File: src/rtl/duck_pkg.sv
// Shared types and constants for the duck spawn scheduler: FSM encoding,
// lane width and the 4-bit LFSR feedback taps.
package duck_pkg;

  typedef enum logic [2:0] {
    ST_IDLE  = 3'd0,
    ST_PICK  = 3'd1,
    ST_WAIT  = 3'd2,
    ST_ISSUE = 3'd3,
    ST_HOLD  = 3'd4
  } state_e;

  localparam int LANE_W = 3;

  // Taps on bits 3 and 2 give x^4+x^3+1 (maximal length, period 15).
  localparam logic [3:0] LFSR_TAPS = 4'b1100;

  function automatic logic [3:0] lfsr4_next(input logic [3:0] q);
    return {q[2:0], ^(q & LFSR_TAPS)};
  endfunction

endpackage

File: src/rtl/lfsr4_core.sv
// Free-running 4-bit Fibonacci LFSR. A zero seed would lock up the register,
// so it is replaced by 4'hF.
module lfsr4_core
  import duck_pkg::*;
#(
  parameter logic [3:0] SEED = 4'hF
) (
  input  logic       clk0,
  input  logic       rst,
  output logic [3:0] q_o
);

  localparam logic [3:0] SEED_EFF = (SEED == 4'h0) ? 4'hF : SEED;

  logic [3:0] q_q;

  always_ff @(posedge clk0) begin
    if (rst) begin
      q_q <= SEED_EFF;
    end else begin
      q_q <= lfsr4_next(q_q);
    end
  end

  assign q_o = q_q;

endmodule

File: src/rtl/duck_spawn_scheduler.sv
// Round-robin spawn arbiter for the duck slots: picks a requesting slot, waits a
// random number of frame ticks, then pulses a one-hot grant with lane/direction.
module duck_spawn_scheduler
  import duck_pkg::*;
#(
  parameter int         NUM_DUCKS  = 2,
  parameter int         DELAY_BASE = 8,
  parameter logic [3:0] LFSR_SEED  = 4'hF
) (
  input  logic                 clk0,
  input  logic                 rst,
  input  logic                 enable,
  input  logic                 frame_tick,
  input  logic [NUM_DUCKS-1:0] spawn_req,
  output logic [NUM_DUCKS-1:0] spawn_grant,
  output logic [LANE_W-1:0]    spawn_lane,
  output logic                 spawn_dir,
  output logic                 busy,
  output logic [3:0]           rnd_q
);

  localparam int IDX_W = (NUM_DUCKS > 2) ? 2 : 1;

  state_e                 state_q, state_d;
  logic [7:0]             cnt_q, cnt_d;
  logic [IDX_W-1:0]       win_q, win_d;
  logic [IDX_W-1:0]       last_q, last_d;
  logic [NUM_DUCKS-1:0]   grant_q, grant_d;
  logic [LANE_W-1:0]      lane_q, lane_d;
  logic                   dir_q, dir_d;
  logic [IDX_W:0]         pick;

  lfsr4_core #(
    .SEED (LFSR_SEED)
  ) u_lfsr (
    .clk0 (clk0),
    .rst  (rst),
    .q_o  (rnd_q)
  );

  // Returns {found, index}; the search starts just above the last winner and
  // wraps, so the slot closest after it wins.
  function automatic logic [IDX_W:0] rr_pick(input logic [NUM_DUCKS-1:0] req,
                                             input logic [IDX_W-1:0]     last);
    logic             found;
    logic [IDX_W-1:0] idx;
    int               cand;
    found = 1'b0;
    idx   = '0;
    for (int off = NUM_DUCKS; off >= 1; off--) begin
      cand = (int'(last) + off) % NUM_DUCKS;
      if (req[cand]) begin
        found = 1'b1;
        idx   = IDX_W'(cand);
      end
    end
    return {found, idx};
  endfunction

  always_comb begin
    state_d = state_q;
    cnt_d   = cnt_q;
    win_d   = win_q;
    last_d  = last_q;
    grant_d = '0;
    lane_d  = lane_q;
    dir_d   = dir_q;
    pick    = rr_pick(spawn_req, last_q);

    case (state_q)
      ST_IDLE: begin
        if (enable && (|spawn_req)) begin
          state_d = ST_PICK;
        end
      end

      ST_PICK: begin
        win_d   = pick[IDX_W-1:0];
        cnt_d   = 8'(DELAY_BASE) + {4'b0000, rnd_q};
        state_d = pick[IDX_W] ? ST_WAIT : ST_IDLE;
      end

      ST_WAIT: begin
        // Losing enable or the winner's request cancels without a grant.
        if (!enable || !spawn_req[win_q]) begin
          state_d = ST_IDLE;
        end else if (cnt_q == 8'd0) begin
          lane_d  = rnd_q[LANE_W-1:0];
          dir_d   = rnd_q[3];
          grant_d = NUM_DUCKS'(1) << win_q;
          state_d = ST_ISSUE;
        end else if (frame_tick) begin
          cnt_d = cnt_q - 8'd1;
        end
      end

      ST_ISSUE: begin
        last_d  = win_q;
        state_d = ST_HOLD;
      end

      ST_HOLD: begin
        state_d = ST_IDLE;
      end

      default: begin
        state_d = ST_IDLE;
      end
    endcase
  end

  always_ff @(posedge clk0) begin
    if (rst) begin
      state_q <= ST_IDLE;
      cnt_q   <= 8'd0;
      win_q   <= '0;
      last_q  <= IDX_W'(NUM_DUCKS - 1);
      grant_q <= '0;
      lane_q  <= '0;
      dir_q   <= 1'b0;
    end else begin
      state_q <= state_d;
      cnt_q   <= cnt_d;
      win_q   <= win_d;
      last_q  <= last_d;
      grant_q <= grant_d;
      lane_q  <= lane_d;
      dir_q   <= dir_d;
    end
  end

  assign spawn_grant = grant_q;
  assign spawn_lane  = lane_q;
  assign spawn_dir   = dir_q;
  assign busy        = (state_q != ST_IDLE);

endmodule

File: config.mk
export PLATFORM = sky130hd
export DESIGN_NAME = duck_spawn_scheduler
export DESIGN_NICKNAME = d
export VERILOG_FILES = /design/src/rtl/duck_pkg.sv /design/src/rtl/lfsr4_core.sv /design/src/rtl/duck_spawn_scheduler.sv
export SDC_FILE = /design/constraint.sdc
export NUM_CORES = 1
export LEC_CHECK = 0
export BUFFER_PORTS_ARGS = -buffer_cell sky130_fd_sc_hd__buf_4
export CAP_MARGIN = 40
export CORE_ASPECT_RATIO = 0.8
export CORE_MARGIN = 4
export CORE_UTILIZATION = 45
export DETAILED_ROUTE_END_ITERATION = 16
export PLACE_DENSITY = 0.62
export REMOVE_ABC_BUFFERS = 1
export SETUP_SLACK_MARGIN = 0.05
export SLEW_MARGIN = 20
export SYNTH_ARGS = -nofsm -noshare
export SYNTH_HDL_FRONTEND = slang
export SYNTH_HIERARCHICAL = 1
export SYNTH_SLANG_ARGS = --single-unit
File: constraint.sdc
create_clock -name clk0 -period 2.65 [get_ports clk0]
set_input_delay 0.1325 -clock clk0 [delete_from_list [all_inputs] [get_ports clk0]]
set_output_delay 0.1325 -clock clk0 [all_outputs]
set_load 0.02 [all_outputs]
==> results of run 1 <==
==> power by group through the flow <==
stage	registers, mW	logic, mW	clock network [mW]
3_3_place_gp	0.375	0.103	0
6_report	0.368	0.104	0.163
5_1_grt	0.370	0.117	0.183
2_1_floorplan	0.378	0.0610	0
4_1_cts	0.367	0.104	0.170
3_5_place_dp	0.375	0.103	0
==> worst paths after layout <==
kind | endpoint | slack, ns | depth (start not counted)
min reg2reg | spawn_lane[2]$_SDFFE_PP0P_ | 0.48 | 2
max reg2reg | cnt_q[5]$_SDFFE_PP0P_ | 0.68 | 7
min | win_q$_SDFFE_PP0P_ | 0.11 | 3
max | cnt_q[5]$_SDFFE_PP0P_ | 0.68 | 7
==> state kept, by name, indices dropped and copies added, names as in the netlist <==
name / cells
last_q: 1
spawn_dir: 1
u_lfsr/q_o: 4
spawn_grant: 2
spawn_lane: 3
win_q: 1
state_q: 3
cnt_q: 8
==> cell type report <==
| type | instances | share of cell area, % |
|---|---|---|
| clock inverter | 1 | 0.3770 |
| multi-input combinational | 104 | 48.54 |
| timing repair buffer | 18 | 10.18 |
| inverter | 4 | 1.131 |
| tap | 36 | 3.393 |
| clock buffer | 3 | 1.697 |
| sequential | 23 | 34.68 |
==> layer usage <==
metal	up-vias	global-route usage [%]
met2	22	28.25
met4	0	5.263
met5	-	0
met1	487	20.87
li1	535	-
met3	5	4.034
==> kinds of logic (layout without fill, tap and decap cells) <==
| family | count (synthesis) | in the layout |
|---|---|---|
| buffers and inverters | 11 | 26 |
| XOR/XNOR | 1 | 1 |
| adder cells (fa/ha/maj) | 2 | 2 |
| flip-flops | 23 | 23 |
| multiplexers | 1 | 1 |
| AND/OR/NAND/NOR | 57 | 57 |
| AO/OA/AOI/OAI | 43 | 43 |
==> worst register-to-register path, cell delays in order (launching register included) <==
cell and delay (ns):
dfxtp_1 0.49, inv_1 0.11, ha_1 0.20, or3b_2 0.22
o211ai_1 0.08, buf_4 0.18, or4_1 0.48, a21boi_1 0.15
==> synthesized netlist by cell type (3+ instances only) <==
master	n	area, µm²
nor3_1	6	30.03
or4_1	3	22.52
nor3b_1	3	22.52
or3_1	3	18.77
o32ai_1	3	26.28
or2_1	3	18.77
nand2_1	7	26.28
nand3_1	8	40.04
dfxtp_1	23	460.4
o21ai_0	11	55.05
nand2b_1	6	37.54
clkbuf_1	4	15.01
a21oi_1	15	75.07
nor2_1	5	18.77
inv_1	4	15.01
o21a_1	3	22.52
==> results.json, run 1 <==
{
  "synth.avg_cell_area_um2": 8.341,
  "dp_slack_ns": 0.7242,
  "drive_gt1_share_pct": 17.65,
  "synthAdderAreaFrac_pct": 2.174,
  "synthFlopType": "dfxtp_1",
  "synth_top_family_by_area": "simple AND/OR/NAND/NOR gates",
  "dr.pass1.iters": 4,
  "p_int_mw": 0.4569,
  "ys_seq_area_share_pct": 40.00,
  "fin_util_pct": 54.35,
  "yosys.area_share.simple_pct": 28.91,
  "hold_path.class": "input port to register",
  "crit_path_start": "cnt_q[0]$_SDFFE_PP0P_",
  "p_total_mw": 0.6345,
  "io_pins": 17,
  "seqPwrFrac_pct": 58.0,
  "design_area_um2": 1328,
  "cpPeakStageDelay_ns": 0.49,
  "num_antenna_cells": 0,
  "ys_warn_count": 6,
  "drc": 0,
  "max_cap_violations": 0,
  "finalWorstSetupSlack_ns": 0.6781,
  "critPathBufInv": 2,
  "sw_frac_of_total_pct": 28.00,
  "period_share_pct": 74.41,
  "die_w_um": 64.55,
  "crit_arrival_ns": 2.22,
  "port_buffers": 16,
  "holdWs_ns": 0.1142,
  "startpoint_type": "register",
  "path_cells": "inv_1 -> ha_1 -> or3b_2 -> o211ai_1 -> buf_4 -> or4_1 -> a21boi_1",
  "cp-end-kind": "register",
  "initial_utilization_pct": 47.13,
  "wire_per_inst_um": 13.24,
  "cts.repair.resized": 0,
  "crit_slowest_cell": "dfxtp_1",
  "finalHoldViolCount": 0,
  "setup_tns_ns": 0,
  "irDropWorstVdd_uv": 240.6,
  "finalSetupViolCount": 0,
  "num_vias": 1049,
  "cts-root-buf": "clkbuf_4",
  "path_clk_slew_ns": 0.13,
  "slew-limit-headroom_pct": 75.62,
  "worstHoldStart": "spawn_req[1]",
  "drt-total-wl_mm": 2.502,
  "multiInputGateArea_um2": 644.4,
  "die_h_um": 53.24,
  "synth_seq_cells": 23,
  "switchingPower_mw": 0.1777,
  "cts_num_sinks": 23,
  "async_flop_share_pct": 0,
  "dp_hpwl_mm": 1.892,
  "register_area_um2": 460.4,
  "antenna_left": 0,
  "syn_to_final_growth_pct": 15.33,
  "top_layer": "met4",
  "final_common_cell": "dfxtp_1",
  "fillers": 244,
  "overflow": 0,
  "cp_top_family": "simple AND/OR/NAND/NOR gates",
  "final_max_slew_viol_count": 0,
  "synth_compound_area_share_pct": 23.15,
  "crit_type": "register to register",
  "nets": 162,
  "grt_start_max_net_pins": 25,
  "cts_tree": "built",
  "crit_path_max_fanout": 11,
  "synth_edf_count": 0,
  "drtIter0Drc": 41,
  "wl_met2_mm": 1.131,
  "p_leak_nw": 0.5037,
  "grt_setup_unrepaired": "false",
  "die_area_um2": 3436,
  "tightest_slew_ns": 0.3623,
  "first_global_vias": 1006,
  "place_inst": 185,
  "clk-insertion-delay-late_ns": 0.32,
  "synth_cells": 138,
  "gp_congestion": 0.7905,
  "placed_area_um2": 1300,
  "cts_htree_levels": 1,
  "synth_mux_area_share_pct": 0.9783,
  "final_cells": 189,
  "viasPerCell": 5.550,
  "fp.coreArea_um2": 2442,
  "post-route-min-period_ns": 1.972,
  "ys_types": 42,
  "mostFrequentLayoutCells": "dfxtp_1 (23), buf_4 (18), a21oi_1 (15)",
  "grt_pass1_wl_mm": 4.388,
  "fin_skew_ns": 0.008351,
  "power_frac_clock_pct": 25.7,
  "max_freq_ghz": 0.5071,
  "row_count": 16,
  "clock_path_buffers": 2,
  "p_comb_share_pct": 16.4,
  "post-cts-setup-buffers": 0,
  "wl_met3_um": 118,
  "worst_ep_required_time_ns": 2.90,
  "wl_met1_mm": 1.224,
  "hold_buffers": 0,
  "power_density_nw_per_um2": 478.0,
  "status": "finished clean",
  "synth_xor_area_share_pct": 0.7609,
  "track_usage_pct": 16.63,
  "antenna_found_initial": 0,
  "worstReg2RegStart": "cnt_q[0]$_SDFFE_PP0P_",
  "cts_buffers": 3,
  "synthesis.area_um2": 1151
}
Note: power is estimated with default switching activity, not from simulation.
==> run 2: changes to the inputs <==
PLACE_DENSITY = 0.65   (was 0.62)
clock period = 1.69 ns   (was 2.65 ns; I/O delays follow)
==> results.json, run 2 (synthesis gave the netlist of run 1 again) <==
{
  "status": "finished with violations",
  "violations": "negative setup slack",
  "cp-end-kind": "register",
  "max_freq_ghz": 0.5658,
  "p_leak_nw": 0.5897,
  "initial_utilization_pct": 47.13,
  "fin_skew_ns": 0.003666,
  "cts-root-buf": "clkbuf_4",
  "num_antenna_cells": 0,
  "power_density_nw_per_um2": 694.2,
  "finalHoldViolCount": 0,
  "die_w_um": 64.55,
  "crit_arrival_ns": 2.02,
  "hold_path.class": "input port to register",
  "port_buffers": 16,
  "crit_path_max_fanout": 5,
  "io_pins": 17,
  "die_h_um": 53.24,
  "num_vias": 1139,
  "top_register": "cnt_q",
  "grt_start_max_net_pins": 25,
  "clock_path_buffers": 2,
  "syn_to_final_growth_pct": 32.17,
  "wire_per_inst_um": 14.67,
  "cts_tree": "built",
  "cts_buffers": 3,
  "first_global_vias": 1037,
  "dp_slack_ns": -0.1006,
  "period_share_pct": 104.6,
  "p_total_mw": 1.056,
  "grt_pass1_wl_mm": 4.629,
  "path_cells": "inv_2 -> ha_4 -> or3b_4 -> o211ai_1 -> buf_4 -> or4_4 -> a21boi_2",
  "final_max_slew_viol_count": 0,
  "place_inst": 198,
  "post-route-min-period_ns": 1.767,
  "crit_slowest_cell": "or4_4",
  "cts_htree_levels": 1,
  "worst_ep_required_time_ns": 1.94,
  "row_count": 16,
  "fp.coreArea_um2": 2442,
  "gp_congestion": 0.8162,
  "dr.pass1.iters": 4,
  "r2r_setup_slack_ns": -0.08,
  "largest_register_ffs": 8,
  "mostFrequentLayoutCells": "buf_4 (32), dfxtp_1 (19), a21oi_1 (13)",
  "design_area_um2": 1521,
  "crit_type": "register to register",
  "path_clk_slew_ns": 0.12,
  "startpoint_type": "register",
  "track_usage_pct": 17.72,
  "grt_setup_unrepaired": "true",
  "nets": 177,
  "viasPerCell": 5.583,
  "setup_tns_ns": -0.2645,
  "final_cells": 204,
  "finalWorstSetupSlack_ns": -0.07739,
  "cts_num_sinks": 23,
  "slew-limit-headroom_pct": 70.08,
  "antenna_left": 0,
  "cpPeakStageDelay_ns": 0.48,
  "placed_area_um2": 1398,
  "antenna_found_initial": 0,
  "finalSetupViolCount": 6,
  "dp_hpwl_mm": 2.141,
  "die_area_um2": 3436,
  "overflow": 0,
  "irDropWorstVdd_uv": 430.9,
  "tightest_slew_ns": 0.4447,
  "max_cap_violations": 0,
  "drt-total-wl_mm": 2.993,
  "final_common_cell": "buf_4",
  "hold_buffers": 0,
  "drc": 0,
  "clk-insertion-delay-late_ns": 0.31,
  "drive_gt1_share_pct": 36.31,
  "drtIter0Drc": 53
}
## run 2: cell types whose count changed in the layout (fill, tap and decap cells not counted), sizes merged
cell	before	now
buf	18	33
## run 2: through the flow
stage / utilization (%) / hold WS (ns)
floorplan: - / 0.1536
global placement: 57.22 / 0.3734
detailed placement: 57.22 / 0.3993
CTS: 58.71 / 0.05482
global route: 62.30 / 0.05644
finish: 62.30 / 0.05569
## run 2: final timing paths
check / from / cells past startpoint / to
max: cnt_q[0]$_SDFFE_PP0P_ / 7 / cnt_q[6]$_SDFFE_PP0P_
min: spawn_req[1] / 3 / win_q$_SDFFE_PP0P_
max reg2reg: cnt_q[0]$_SDFFE_PP0P_ / 7 / cnt_q[6]$_SDFFE_PP0P_
min reg2reg: spawn_dir$_SDFFE_PP0P_ / 2 / spawn_dir$_SDFFE_PP0P_
## run 2: critical path, delay by kind of cell, from the launching register on
family / cells / cell delay [ns]
buffers and inverters: 2 / 0.23
DFF: 1 / 0.36
and+or+nand+nor: 2 / 0.71
AOI/OAI and AO/OA: 2 / 0.27
adders and majority gates: 1 / 0.15
## run 2: cell type report
type                       instances  area, µm²
inverter                           4      15.01
clock inverter                     1      5.005
timing repair buffer              33      251.5
clock buffer                       3      22.52
multi-input combinational        104      716.9
tap                               36      45.04
sequential                        23      465.4
fill                             238      920.9
## run 2: timing repair
| action | CTS | global route |
|---|---|---|
| gates cloned | 0 | 1 |
| gates resized for setup | 6 | 23 |
| setup endpoints to repair | 12 | 15 |
| pin swaps | 0 | 7 |
| buffers inserted | 0 | 1 |
## run 2: power breakdown
group / internal [mW] / switching [mW]
clock: 0.0885 / 0.168
sequential: 0.558 / 0.0156
combinational: 0.111 / 0.115
total: 0.757 / 0.299
## run 2: layer usage
layer | part of all wire [%] | vias to the layer above | track usage, %
met2 | 46 | 39 | 29.97
met1 | 47 | 532 | 22.89
met3 | 6.6 | 2 | 4.459
met4 | 0.67 | 0 | 3.860
met5 | 0 | - | 0
li1 | - | 566 | -
==> run 3: changes to the inputs <==
SYNTH_HIERARCHICAL = default   (was 1)
==> results.json, run 3 <==
{
  "placed_area_um2": 1368,
  "first_global_vias": 1038,
  "cts_num_sinks": 23,
  "die_area_um2": 3433,
  "syn_to_final_growth_pct": 26.01,
  "row_count": 16,
  "slew-limit-headroom_pct": 61.25,
  "crit_slowest_cell": "or3b_4",
  "track_usage_pct": 17.70,
  "dp_hpwl_mm": 2.025,
  "multiInputGateArea_um2": 675.6,
  "power_density_nw_per_um2": 874.7,
  "ys_types": 38,
  "startpoint_type": "register",
  "die_h_um": 53.21,
  "cpPeakStageDelay_ns": 0.40,
  "hold_buffers": 0,
  "final_common_cell": "buf_4",
  "crit_path_max_fanout": 6,
  "grt_start_max_net_pins": 28,
  "post-route-min-period_ns": 1.632,
  "hold_path.class": "input port to register",
  "final_max_slew_viol_count": 0,
  "synthFlopType": "dfxtp_1",
  "cts_tree": "built",
  "status": "finished clean",
  "synth_seq_cells": 23,
  "clock_path_buffers": 2,
  "fillers": 243,
  "yosysTopAreaCell": "dfxtp_1",
  "yosysMostFrequentCell": "dfxtp_1",
  "fp.coreArea_um2": 2442,
  "num_antenna_cells": 0,
  "max_cap_violations": 0,
  "cts_htree_levels": 1,
  "crit_type": "register to register",
  "setup_tns_ns": 0,
  "antenna_left": 0,
  "cts_buffers": 3,
  "die_w_um": 64.52,
  "dr.pass1.iters": 4,
  "synth_common_cells": "dfxtp_1 (23), a21oi_1 (10), nand2_1 (9)",
  "synth.avg_cell_area_um2": 8.914,
  "path_cells": "or3b_4 -> a41o_4 -> buf_4 -> a211oi_1 -> o32ai_1",
  "critPathBufInv": 1,
  "ys_seq_area_share_pct": 40.04,
  "cp_top_family": "compound AO/OA/AOI/OAI gates",
  "drt-total-wl_mm": 2.832,
  "finalHoldViolCount": 0,
  "antenna_found_initial": 0,
  "grt_setup_unrepaired": "true",
  "port_buffers": 16,
  "top_register": "cnt_q",
  "synth_edf_count": 0,
  "synth_area_leaders": "dfxtp_1 (40%), a21oi_1 (4.4%), mux2i_1 (4.4%)",
  "nets": 165,
  "finalSetupViolCount": 0,
  "drtIter0Drc": 74,
  "tightest_slew_ns": 0.5799,
  "drc": 0,
  "register_area_um2": 465.4,
  "crit_arrival_ns": 1.84,
  "async_flop_share_pct": 0,
  "grt_pass1_wl_mm": 4.698,
  "overflow": 0,
  "fin_util_pct": 59.32,
  "viasPerCell": 5.474,
  "mostFrequentLayoutCells": "buf_4 (29), dfxtp_1 (19), a21oi_1 (10)",
  "initial_utilization_pct": 47.08,
  "cp-end-kind": "register",
  "period_share_pct": 96.55,
  "num_vias": 1051,
  "irDropWorstVdd_uv": 504.0,
  "worst_ep_required_time_ns": 1.90,
  "ys_warn_count": 0,
  "clk-insertion-delay-late_ns": 0.31,
  "path_clk_slew_ns": 0.13,
  "synthesis.area_um2": 1150,
  "fin_skew_ns": 0.001655,
  "synth_cells": 129,
  "drive_gt1_share_pct": 32.05,
  "wire_per_inst_um": 14.75,
  "gp_congestion": 0.8543,
  "design_area_um2": 1449,
  "cts-root-buf": "clkbuf_4",
  "io_pins": 17,
  "max_freq_ghz": 0.6129,
  "yosysTopAreaCellShare_pct": 40.04,
  "largest_register_ffs": 8,
  "p_leak_nw": 0.5801
}
## run 3: timing repair
item,4_1_cts,5_1_grt
setup buffers,0,1
endpoints found under the setup margin,6,13
pin swaps,1,1
resized for setup,5,8
## run 3: logic make-up after synthesis
group                    Yosys count  synth area share [%]
flip-flops                        23                 40.04
adder cells (fa/ha/maj)            2                 2.176
multiplexers                       6                 5.332
buffers and inverters             11                 4.896
AND/OR/NAND/NOR                   51                 25.24
XOR/XNOR                           1                0.7618
AO/OA/AOI/OAI                     35                 21.55
## run 3: path summary, 6_finish.rpt
check                           from               endpoint  slack (ns)  depth (start not counted)
max          state_q[0]$_SDFFE_PP0P_  cnt_q[4]$_SDFFE_PP0P_        0.06                          5
min                     spawn_req[1]     win_q$_SDFFE_PP0P_        0.06                          3
max reg2reg  state_q[0]$_SDFFE_PP0P_  cnt_q[4]$_SDFFE_PP0P_        0.06                          5
min reg2reg    cnt_q[7]$_SDFFE_PP0P_  cnt_q[7]$_SDFFE_PP0P_        0.48                          2
## run 3: through the flow
step / instances / hold slack [ns] / total power, mW / worst slack (ns)
3_3_place_gp: 187 / 0.3850 / 0.9632 / 0.05545
6_report: 192 / 0.06452 / 1.267 / 0.05838
4_1_cts: 191 / 0.04296 / 1.235 / 0.05278
2_1_floorplan: 123 / 0.1536 / 0.8371 / -0.1221
5_1_grt: 192 / 0.08028 / 1.332 / 0.003106
3_5_place_dp: 187 / 0.3883 / 0.9712 / 0.008647
## run 3: cell type report
class                   count  area share (%)
flip-flops and latches     23           32.12
clock buffers               4           1.813
multi-input cells          95           46.63
inverters                   5           1.295
repair buffers             29           15.03
well taps                  36           3.109
## run 3: metal layers
metal	GRT usage, %	up-vias	share of wire [%]
met3	4.459	2	3.2
met2	29.62	15	46
li1	-	525	-
met5	0	-	0
met1	23.36	509	50
met4	3.158	0	0.46
## run 3: where the power goes
part	switching [mW]	internal (mW)	leakage (nW)
clock	0.171	0.0922	0.0150
sequential	0.0330	0.578	0.189
combinational	0.212	0.181	0.376
## run 3: worst min-delay path, stage by stage
cell,delay [ns]
buf_4,0.12
nand3_1,0.07
a21oi_1,0.06
